==> src/rtl/tick_gen_pkg.sv <==
// tick_gen_pkg: constants and helpers shared by the tick generator bank
// and the game FSM.
//   ch_w()        width of a channel index (at least 1 bit)
//   wr_sel_e      selects which shadow register a config write targets
//   DEF_DIV_*     prescaler divisors for common rates at a 50 MHz clock
package tick_gen_pkg;
  localparam int DEF_DIV_4HZ  = 12499999;
  localparam int DEF_DIV_64HZ = 781249;
  localparam int DEF_STEP_MAX = 160;

  typedef enum logic {
    SEL_DIV  = 1'b0,
    SEL_SMAX = 1'b1
  } wr_sel_e;

  function automatic int ch_w(input int n);
    return (n > 1) ? $clog2(n) : 1;
  endfunction
endpackage

==> src/rtl/tick_gen_bank_if.sv <==
// tick_gen_bank_if: control/config and output bundle of the tick bank.
//   run       per-channel run enable (level)
//   sync_clr  clear all prescalers and step counters
//   wr_en/wr_ch/wr_sel/wr_data  config write into a channel shadow register
//   tick/wrap one-cycle pulses per channel
//   step      step counters, channel i at [i*STEP_W +: STEP_W]
// master drives control and reads outputs; slave is the bank.
interface tick_gen_bank_if import tick_gen_pkg::*; #(
  parameter int NUM_CH = 4,
  parameter int DIV_W  = 26,
  parameter int STEP_W = 8
);
  localparam int CH_W = ch_w(NUM_CH);

  logic [NUM_CH-1:0]        run;
  logic                     sync_clr;
  logic                     wr_en;
  logic [CH_W-1:0]          wr_ch;
  logic                     wr_sel;
  logic [DIV_W-1:0]         wr_data;
  logic [NUM_CH-1:0]        tick;
  logic [NUM_CH-1:0]        wrap;
  logic [NUM_CH*STEP_W-1:0] step;

  modport master (output run, sync_clr, wr_en, wr_ch, wr_sel, wr_data,
                  input  tick, wrap, step);
  modport slave  (input  run, sync_clr, wr_en, wr_ch, wr_sel, wr_data,
                  output tick, wrap, step);
endinterface

==> src/rtl/tick_gen_channel.sv <==
// tick_gen_channel: one prescaler + modulo step counter with shadow/active
// divisor and step limit.
//   clk_i, rst_i   clock, async active-high reset
//   run_i          count enable; outputs hold while low
//   clr_i          synchronous clear of prescaler and step counter
//   wr_i           write strobe for this channel, wr_sel_i picks target
//   wr_data_i      write data (step limit uses the low STEP_W bits)
//   tick_o/wrap_o  registered one-cycle pulses
//   step_o         current step count
module tick_gen_channel import tick_gen_pkg::*; #(
  parameter int DIV_W    = 26,
  parameter int STEP_W   = 8,
  parameter int DEF_DIV  = DEF_DIV_4HZ,
  parameter int DEF_SMAX = DEF_STEP_MAX
) (
  input  logic              clk_i,
  input  logic              rst_i,
  input  logic              run_i,
  input  logic              clr_i,
  input  logic              wr_i,
  input  logic              wr_sel_i,
  input  logic [DIV_W-1:0]  wr_data_i,
  output logic              tick_o,
  output logic              wrap_o,
  output logic [STEP_W-1:0] step_o
);
  logic [DIV_W-1:0]  presc_q, div_act_q, div_shd_q, div_shd_d;
  logic [STEP_W-1:0] step_q, smax_act_q, smax_shd_q, smax_shd_d;
  logic              tick_q, wrap_q;
  logic              term, load;

  // Shadow next-state; also the value taken as active on a load, so a write
  // landing on a terminal count goes straight through.
  always_comb begin
    div_shd_d  = div_shd_q;
    smax_shd_d = smax_shd_q;
    if (wr_i) begin
      if (wr_sel_e'(wr_sel_i) == SEL_SMAX) smax_shd_d = wr_data_i[STEP_W-1:0];
      else                                 div_shd_d  = wr_data_i;
    end
  end

  assign term = (presc_q == div_act_q);
  // Active limits change only between periods: at terminal count, while
  // stopped, or on a clear, so a running period is never cut short.
  assign load = clr_i || !run_i || term;

  always_ff @(posedge clk_i or posedge rst_i) begin
    if (rst_i) begin
      presc_q    <= '0;
      step_q     <= '0;
      tick_q     <= 1'b0;
      wrap_q     <= 1'b0;
      div_act_q  <= DIV_W'(DEF_DIV);
      div_shd_q  <= DIV_W'(DEF_DIV);
      smax_act_q <= STEP_W'(DEF_SMAX);
      smax_shd_q <= STEP_W'(DEF_SMAX);
    end else begin
      div_shd_q  <= div_shd_d;
      smax_shd_q <= smax_shd_d;
      if (load) begin
        div_act_q  <= div_shd_d;
        smax_act_q <= smax_shd_d;
      end
      if (clr_i) begin
        presc_q <= '0;
        step_q  <= '0;
        tick_q  <= 1'b0;
        wrap_q  <= 1'b0;
      end else if (!run_i) begin
        tick_q <= 1'b0;
        wrap_q <= 1'b0;
      end else if (term) begin
        presc_q <= '0;
        tick_q  <= 1'b1;
        // A limit lowered below the count never matches; the counter rolls
        // over naturally without a wrap pulse.
        if (step_q == smax_act_q) begin
          step_q <= '0;
          wrap_q <= 1'b1;
        end else begin
          step_q <= step_q + 1'b1;
          wrap_q <= 1'b0;
        end
      end else begin
        presc_q <= presc_q + 1'b1;
        tick_q  <= 1'b0;
        wrap_q  <= 1'b0;
      end
    end
  end

  assign tick_o = tick_q;
  assign wrap_o = wrap_q;
  assign step_o = step_q;
endmodule

==> src/rtl/tick_gen_bank.sv <==
// tick_gen_bank: NUM_CH independent clock-enable generators on one clock.
//   CLK    system clock
//   reset  async active-high reset
//   bus    control, config write and tick/wrap/step outputs (slave side)
// Decodes the config write channel and packs per-channel step counters.
module tick_gen_bank #(
  parameter int NUM_CH       = 4,
  parameter int DIV_W        = 26,
  parameter int STEP_W       = 8,
  parameter int DEF_DIV      = tick_gen_pkg::DEF_DIV_4HZ,
  parameter int DEF_STEP_MAX = tick_gen_pkg::DEF_STEP_MAX
) (
  input logic             CLK,
  input logic             reset,
  tick_gen_bank_if.slave  bus
);
  import tick_gen_pkg::*;
  localparam int CH_W = ch_w(NUM_CH);

  logic [NUM_CH-1:0][STEP_W-1:0] step_q;

  genvar g;
  generate
    for (g = 0; g < NUM_CH; g++) begin : g_ch
      logic wr_hit;
      // Channel indices >= NUM_CH match nothing, so such writes drop.
      assign wr_hit = bus.wr_en && (bus.wr_ch == CH_W'(g));

      tick_gen_channel #(
        .DIV_W   (DIV_W),
        .STEP_W  (STEP_W),
        .DEF_DIV (DEF_DIV),
        .DEF_SMAX(DEF_STEP_MAX)
      ) u_ch (
        .clk_i    (CLK),
        .rst_i    (reset),
        .run_i    (bus.run[g]),
        .clr_i    (bus.sync_clr),
        .wr_i     (wr_hit),
        .wr_sel_i (bus.wr_sel),
        .wr_data_i(bus.wr_data),
        .tick_o   (bus.tick[g]),
        .wrap_o   (bus.wrap[g]),
        .step_o   (step_q[g])
      );
    end
  endgenerate

  assign bus.step = step_q;
endmodule
==> src/flat_wrapper.sv <==
// flat-port wrapper written by rule: the top's interface ports become plain ports
module tick_gen_bank_flat import tick_gen_pkg::*;
#(
  parameter int NUM_CH       = 4,
  parameter int DIV_W        = 26,
  parameter int STEP_W       = 8,
  parameter int DEF_DIV      = tick_gen_pkg::DEF_DIV_4HZ,
  parameter int DEF_STEP_MAX = tick_gen_pkg::DEF_STEP_MAX
)
  (CLK, reset, bus_run, bus_sync_clr, bus_wr_en, bus_wr_ch, bus_wr_sel, bus_wr_data, bus_tick, bus_wrap, bus_step);
  tick_gen_bank_if #(.NUM_CH(NUM_CH), .DIV_W(DIV_W), .STEP_W(STEP_W)) bus_i ();
  input logic CLK;
  input logic reset;
  input wire logic [$bits(bus_i.run)-1:0] bus_run;
  input wire logic [$bits(bus_i.sync_clr)-1:0] bus_sync_clr;
  input wire logic [$bits(bus_i.wr_en)-1:0] bus_wr_en;
  input wire logic [$bits(bus_i.wr_ch)-1:0] bus_wr_ch;
  input wire logic [$bits(bus_i.wr_sel)-1:0] bus_wr_sel;
  input wire logic [$bits(bus_i.wr_data)-1:0] bus_wr_data;
  output wire logic [$bits(bus_i.tick)-1:0] bus_tick;
  output wire logic [$bits(bus_i.wrap)-1:0] bus_wrap;
  output wire logic [$bits(bus_i.step)-1:0] bus_step;
  assign bus_i.run = bus_run;
  assign bus_i.sync_clr = bus_sync_clr;
  assign bus_i.wr_en = bus_wr_en;
  assign bus_i.wr_ch = bus_wr_ch;
  assign bus_i.wr_sel = bus_wr_sel;
  assign bus_i.wr_data = bus_wr_data;
  assign bus_tick = bus_i.tick;
  assign bus_wrap = bus_i.wrap;
  assign bus_step = bus_i.step;
  tick_gen_bank #(.NUM_CH(NUM_CH), .DIV_W(DIV_W), .STEP_W(STEP_W), .DEF_DIV(DEF_DIV), .DEF_STEP_MAX(DEF_STEP_MAX)) u_core (.CLK(CLK), .reset(reset), .bus(bus_i));
endmodule
==> config.mk <==
export PLATFORM = sky130hd
export DESIGN_NAME = tick_gen_bank_flat
export DESIGN_NICKNAME = d
export VERILOG_FILES = /design/src/rtl/tick_gen_pkg.sv /design/src/rtl/tick_gen_bank_if.sv /design/src/rtl/tick_gen_channel.sv /design/src/rtl/tick_gen_bank.sv /design/src/flat_wrapper.sv
export SDC_FILE = /design/constraint.sdc
export NUM_CORES = 1
export LEC_CHECK = 0
export BUFFER_PORTS_ARGS = -buffer_cell sky130_fd_sc_hd__buf_2
export CORE_MARGIN = 4
export CORE_UTILIZATION = 41
export CTS_CLUSTER_DIAMETER = 200
export DETAILED_ROUTE_END_ITERATION = 16
export SETUP_SLACK_MARGIN = 0.2
export SYNTH_ARGS = -nofsm -noshare
export SYNTH_HDL_FRONTEND = slang
export SYNTH_SLANG_ARGS = --single-unit
==> constraint.sdc <==
create_clock -name CLK -period 20.7 [get_ports CLK]
set_input_delay 3.105 -clock CLK [delete_from_list [all_inputs] [get_ports CLK]]
set_output_delay 3.105 -clock CLK [all_outputs]
set_load 0.01 [all_outputs]
# After elaboration in Yosys (flattened, before gate mapping)
# Cells that the tools add are included.
# totals
reg_bits	416
output_inout_bits	40
# op_classes
n_addsub	8
n_eq_ne	11
mux	72
reduce_logical	29
# op_table
op	count
2-to-1 mux 26 bit	20
2-to-1 mux 8 bit	24
adder 26 x 1 -> 26 bit, second input constant	4
equality test 26 bit	4
adder 8 x 1 -> 8 bit, second input constant	4
equality test 8 bit	4
2-to-1 mux 1 bit	28
nonzero test 2 bit	8
logical OR 1 bit	8
AND reduction 2 bit	4
equality test 2 bit, second input constant	2
logical AND 1 bit	4
zero test 1 bit	4
equality test 2 x 1 -> 1 bit, second input constant	1
zero test 2 bit	1

# Depth between registers and ports, before layout
# Gate-level depths: netlist of the first run.
# logic_depth
ltp_word	5
depth_mapped	10

# Cells and area by module
# From an unflattened synthesis of the first run, not the netlist that was laid out.
# unflattened
cells_unflattened	1836
area_unflattened_um2	20882.5
# by_module_without_submodules
mod	instances	cells_per_inst	area_each_um2
tick_gen_channel	4	458	5211.2
tick_gen_bank	1	4	37.5

# Least setup slack after synthesis of the first run
# OpenSTA, ideal clock, no wires.
# synth_path
path_kind	input to register
startpoint	in bus_wr_ch[0]
endpoint	reg u_core.g_ch[0].u_ch.div_act_q[14]
setup_ps	125
t_arrival_ps	4793
required_ps	20575
path_slack_ps	15782
stages	6
n_path_buf	2
path_cell_list	clkbuf_1 -> nand2b_1 -> nor3_2 -> clkbuf_1 -> mux2_2 -> mux2_2
# synth_between
elab_chain_cells	3
# synth_rtl
item	line_no	source
start, declared	flat_wrapper.sv:17	input wire logic [$bits(bus_i.wr_ch)-1:0] bus_wr_ch;
zero test 2 bit	tick_gen_bank.sv:27	assign wr_hit = bus.wr_en && (bus.wr_ch == CH_W'(g));
logical AND 1 bit	tick_gen_bank.sv:27	
2-to-1 mux 26 bit	tick_gen_channel.sv:37	if (wr_i) begin
via u_core.g_ch[0].u_ch.div_shd_d[14]	tick_gen_channel.sv:27	logic [DIV_W-1:0] presc_q, div_act_q, div_shd_q, div_shd_d;
end signal, assigned	tick_gen_channel.sv:54	div_act_q <= DIV_W'(DEF_DIV);
end signal, assigned	tick_gen_channel.sv:62	div_act_q <= div_shd_d;
end, declared	tick_gen_channel.sv:27	
# The timed path passes the listed nets, and every way through them passes these cells.
# A chain may end at the register's enable or synchronous reset.

# Final worst setup path of the first run
# layout_path
startpoint	in bus_sync_clr
endpoint	reg u_core.g_ch[3].u_ch.presc_q[13]
# layout_between
elab_chain_cells	1
# layout_rtl
item	line_no	source
start, declared	flat_wrapper.sv:15	input wire logic [$bits(bus_i.sync_clr)-1:0] bus_sync_clr;
2-to-1 mux 26 bit / nonzero test 2 bit (equally long branches)	--	
end signal, assigned	tick_gen_channel.sv:86	presc_q <= presc_q + 1'b1;
end, declared	tick_gen_channel.sv:27	
# Several ways; a longest one is shown, not always the timed one.

==> metrics.txt, run 1 <==
Synth area leaders=dfrtp_1, dfstp_2, mux2_2; Worst-Skew Late Latency=0.56 ns; synth warn=0; grt total ovfl=0; Inserted Clock Buffers=44; CTS tree=yes; core area=46800 µm²; cell count after synthesis=1857; Rel. slew slack=between 30% and 40%; clock sinks=between 400 and 500; CTS Buffer Depth=3; Worst EP required=between 20 and 25 ns; CTS H-tree depth=2; leading cell type by number of instances after synthesis=nor2_1; Final Max Slew Viols=0; Min-Delay Path Class=flop to flop; GRT Util Overall=18.7%; DR DRC count=0; crit-path max FO=34; max cap viols=0; Die Height=226 µm; post-CTS sizing=0; Synth top cells by count=nor2_1, dfrtp_1, mux2_2, dfstp_2, nand2_1; EDFF count, synth=0; Avg Synthesized Cell Area=10.5 µm²; hold_buf cts=0; skew final=0.00867 ns; drt via density=5.43; Yosys cell types=69; status=complete, no violations; arrival time worst endpoint=5.36 ns; fmax=204 MHz; fillers=4305; crit start category=input port; nets=about 2k; Core Rows=79; Leak=9.08 nW; Setup Crit Path Kind=input port to flop; Chip Width=226 µm; Final period util=23.7%; number of post-CTS setup repair buffers=0; CP Capture Type=flop; final setup margin=15.79 ns; vias=13.8k; DR WL/cell=between 15 and 20 µm; share of the synthesized area in the top cell type=34.9%; Async SR Flop Fraction=100%; worst vdd ir=0.0598 mV; Initial Utilization=41.7%; Clock Tree Root=clkbuf_16; PortBufs=76; Min Hold Slack=0.495 ns; Final ANT Viol Nets=0; minimum clock period=4.91 ns; antenna violations before repair=4; synth-to-layout area growth=12.9%; Routability Congestion=0.816; Final TNS setup=0 ns; Top FF cell, synth=dfrtp_1; Place WS=approximately 15 ns; Clock transition at path regs=0.06 ns; Iteration-0 DRC Markers=885; final hold viol count=0; first-pass GRT wire length=76600 µm; placed wire-length estimate=about 31000 µm; WL final=47500 µm; share of cells above drive strength 1=26.5%; die area=51100 µm²; Pre-antenna DRT Iters=6; Synth area leader=dfrtp_1; largest net degree at the start of global routing=177; Setup violations, final=0; RSZ-0062 raised after global routing=no; Ports=77; Post-Syn Area=about 20000 µm²; Yosys reg bits=416; syn_nets=1902; post-synthesis sequential area ratio=about 54%; Slew @ Worst Pin=1.01 ns; Pwr per Cell Area=98.1 nW/µm²; vias in the first global route=13.8k
==> critical path: stages <==
cell      delay, ns
buf_2          0.08
buf_4          0.37
nand2b_1       0.31
a21o_1         0.64
buf_4          0.47
nor2_1         0.09
a221o_1        0.26
==> per-stage QoR <==
stage | power (mW) | util, % | instance area, µm² | instances
2_1_floorplan | 1.24 | - | 19500 | 1857
3_3_place_gp | 1.30 | 43.7 | 20400 | 2468
3_5_place_dp | 1.32 | 43.7 | 20400 | 2468
4_1_cts | 2.18 | 47.1 | 22000 | 2548
5_1_grt | 2.26 | 47.1 | 22000 | 2548
6_report | 2.16 | 47.1 | 22000 | 2549
==> power by group <==
group	leakage, nW	total, mW	internal, mW	switching [mW]
Sequential	5.04	1.04	0.974	0.0632
Clock	0.775	0.862	0.529	0.333
Combinational	3.26	0.260	0.124	0.136
Total	9.08	2.16	1.63	0.532
==> kinds of logic (layout without fill, tap and decap cells) <==
logic type	count (synthesis)	after routing	synth area share, %
AO/OA/AOI/OAI	220	220	7.21
XOR/XNOR	147	147	6.60
adder cells (fa/ha/maj)	8	8	0.513
buffers and inverters	125	209	2.89
flip-flops	416	416	54.3
multiplexers	173	173	9.97
other	0	1	0
AND/OR/NAND/NOR	768	768	18.5
==> cell usage in the layout (no fill, tap or decap), types with 9 or more instances in the layout <==
cell	synthesis	layout
a21oi_1	47	44
a31oi_1	10	10
o311ai_0	20	20
a22o_1	10	10
buf_2	22	76
or2_2	10	10
nand4_1	49	49
and2_1	11	11
or3_1	32	32
dfrtp_1	272	272
buf_4	10	17
xnor2_1	111	111
nor2_1	351	349
nand3_1	82	82
xor2_1	36	36
and3_1	20	20
o21ai_0	79	79
nand2b_1	11	11
nand2_1	120	120
nor4_1	16	16
a21o_1	13	13
mux2_2	171	171
clkbuf_8	0	9
clkbuf_16	0	48
inv_1	35	34
nor3_1	23	22
dfstp_2	144	144
==> state kept, by name, summed over array words and instances (netlist names) <==
register	flops
u_core.g_ch.u_ch.smax_shd_q	32
u_core.g_ch.u_ch.wrap_o	4
u_core.g_ch.u_ch.div_act_q	104
u_core.g_ch.u_ch.smax_act_q	32
u_core.g_ch.u_ch.presc_q	104
u_core.g_ch.u_ch.tick_o	4
u_core.g_ch.u_ch.step_o	32
u_core.g_ch.u_ch.div_shd_q	104
==> worst paths after layout <==
check,start,to,cells past startpoint,slack (ns)
min reg2reg,u_core.g_ch[0].u_ch.div_shd_q[22],u_core.g_ch[0].u_ch.div_shd_q[22],1,0.49
max reg2reg,u_core.g_ch[3].u_ch.presc_q[12],u_core.g_ch[3].u_ch.presc_q[13],7,17.45
max,bus_sync_clr,u_core.g_ch[3].u_ch.presc_q[13],7,15.79
min,u_core.g_ch[0].u_ch.div_shd_q[22],u_core.g_ch[0].u_ch.div_shd_q[22],1,0.49
max in group asynchronous,reset,u_core.g_ch[1].u_ch.presc_q[15],4,15.91
min in group asynchronous,reset,u_core.g_ch[3].u_ch.div_act_q[25],2,2.71
==> routing by layer <==
metal	wire, µm	share of wire [%]	global-route usage, %	vias up
li1	-	-	-	6526
met1	22700	48	27.1	6957
met2	21800	46	29.3	285
met3	1980	4.2	3.22	69
met4	1030	2.2	4.83	0
met5	0	0	0	-
==> final cells by class <==
type                            count  area [µm²]  share of cell area, %
Multi-Input combinational cell   1316        8410                   38.2
Antenna cell                        1        2.50                 0.0114
Timing Repair Buffer               94         528                   2.40
Clock buffer                       65        1360                   6.15
Inverter                           35         139                  0.630
Clock inverter                     15         240                   1.09
Sequential cell                   416       10600                   48.1
Tap cell                          607         759                   3.45
Note: power is estimated with default switching activity, not from simulation.
==> run 2, diff against run 1 <==
- clock period: 20.7 -> 4.1 ns (I/O delays scaled with it)
==> run 2 against run 1 <==
Compared with the run above:
- sequential share of layout area is 0.19 points lower
- cell area grew 0.40%
- clock power rose to 4.9 times the previous value
- die area stayed put
- setup slack got worse by 15 ns
- wire length rose by 1.5%
- clock skew rose by 0.0035 ns
- register-to-register slack lost 16 ns
- power increased to 5.0 times the previous value
- critical path depth is the same
- combinational power grew to 5.1 times the previous value
- largest cell class unchanged
==> metrics.txt, run 2 (same netlist as run 1, synthesis figures left out) <==
Routability Congestion=0.819; worst path cell trace=xnor2_1, nand4_1, nor3_1, a21o_1, buf_4, or3_1, a21oi_1; synth-to-layout area growth=13.4%; CTS H-tree depth=2; Setup Crit Path Kind=flop to flop; Final ANT Viol Nets=0; clock sinks=416; most common cell after layout, fill and taps aside=nor2_1; vias in the first global route=14.0k; Worst-Skew Late Latency=0.58 ns; core area=46800 µm²; Setup violations, final=0; Post-DP Area=roughly 20000 µm²; Chip Width=226 µm; post-CTS sizing=0; WL final=48200 µm; Flop pwr share=48.4%; Place WS=1.20 ns; Pwr per Cell Area=between 400 and 500 nW/µm²; fmax=343 MHz; most frequent cells in the layout=nor2_1, dfrtp_1, mux2_2; DR DRC count=0; switch share=25.1%; switching power=2.72 mW; minimum clock period=2.92 ns; Final period util=a little under three quarters; die area=about 51000 µm²; delay-heaviest family, CP=simple AND/OR/NAND/NOR gates; CP bufs+invs=1; first-pass GRT wire length=around 78000 µm; PortBufs=76; GRT Util Overall=19.0%; Worst EP required=~4.5 ns; Rel. slew slack=a little over a quarter; largest net degree at the start of global routing=~100; Initial Utilization=41.7%; clock network power share=39.3%; Core Rows=79; CTS Buffer Depth=3; status=complete, no violations; vias=13.9k; arrival time worst endpoint=approximately 3.3 ns; Ports=a little under 80; Clock transition at path regs=0.06 ns; Finished Layout Cells=between 2k and 3k; nets=1969; CP Capture Type=flop; Final Max Slew Viols=0; Clock Tree Root=clkbuf_16; combinational share of power=12.3%; share of cells above drive strength 1=27.1%; drt via density=5.42; grt total ovfl=0; final setup margin=around 1.2 ns; slowest cell on the critical path=nor3_1; number of post-CTS setup repair buffers=0; Slew @ Worst Pin=1.09 ns; DR WL/cell=18.7 µm; hold_buf cts=0; Min-Delay Path Class=input port to async pin; DP Cell Count=2483; Pre-antenna DRT Iters=5; Inserted Clock Buffers=46; Design Area, Final=22100 µm²; antenna violations before repair=6; Final TNS setup=0 ns; Leak=between 9 and 10 nW; RSZ-0062 raised after global routing=no; CP peak stage delay=roughly 0.75 ns; Cell Int Power=8.11 mW; Largest regs=u_core.g_ch.u_ch.div_act_q x104, u_core.g_ch.u_ch.div_shd_q x104, u_core.g_ch.u_ch.presc_q x104; max cap viols=0; final hold viol count=0; CTS tree=yes; crit start category=flop; placed wire-length estimate=32300 µm; Die Height=~230 µm; fin util=47.3%; skew final=0.0122 ns; Iteration-0 DRC Markers=940; crit-path max FO=37; worst vdd ir=0.316 mV
run 2: through the flow:
step	hold WS (ns)	power [mW]
after floorplan	0.468	6.24
after global placement	0.475	6.60
after detailed placement	0.481	6.66
after CTS	0.208	11.0
after global routing	0.264	11.3
final	0.229	10.8
run 2: worst paths after layout:
check	start	end	slack, ns	depth (start not counted)
worst max-delay path	u_core.g_ch[2].u_ch.div_act_q[20]	u_core.g_ch[2].u_ch.presc_q[3]	1.18	7
worst max register to register	u_core.g_ch[2].u_ch.div_act_q[20]	u_core.g_ch[2].u_ch.presc_q[3]	1.18	7
min in group CLK	bus_run[1]	u_core.g_ch[1].u_ch.presc_q[18]	0.39	4
max in group asynchronous	reset	u_core.g_ch[3].u_ch.div_shd_q[12]	2.81	3
worst min-delay path	reset	u_core.g_ch[2].u_ch.presc_q[5]	0.23	2
worst min register to register	u_core.g_ch[2].u_ch.smax_shd_q[6]	u_core.g_ch[2].u_ch.smax_shd_q[6]	0.50	1
run 2: worst reg2reg max path: stages (launching register included):
cell	delay [ns]
dfstp_2	0.54
xnor2_1	0.12
nand4_1	0.13
nor3_1	0.76
a21o_1	0.52
buf_4	0.45
or3_1	0.18
a21oi_1	0.06
run 2: power by group through the flow:
| stage | sequential [mW] | combinational (mW) | clock (mW) |
|---|---|---|---|
| after floorplan | 5.20 | 1.04 | 0 |
| after global placement | 5.29 | 1.32 | 0 |
| after detailed placement | 5.31 | 1.35 | 0 |
| after CTS | 5.24 | 1.35 | 4.37 |
| after global routing | 5.31 | 1.50 | 4.53 |
| final | 5.24 | 1.33 | 4.26 |
run 2: layer usage:
metal  share of wire [%]  GRT usage, %  routed length, µm
met5               0.068             0                 33
met4                 2.1          4.95                999
met3                 5.6          3.54               2710
met2                  46          30.2              22300
met1                  46          27.0              22200
run 2: final cells by class:
type	instances	area (µm²)
Antenna cell	1	2.50
Tap cell	607	759
Clock inverter	21	251
Sequential cell	416	10600
Inverter	35	135
Clock buffer	65	1310
Fill cell	4357	24600
Multi-Input combinational cell	1316	8410
Timing Repair Buffer	109	653
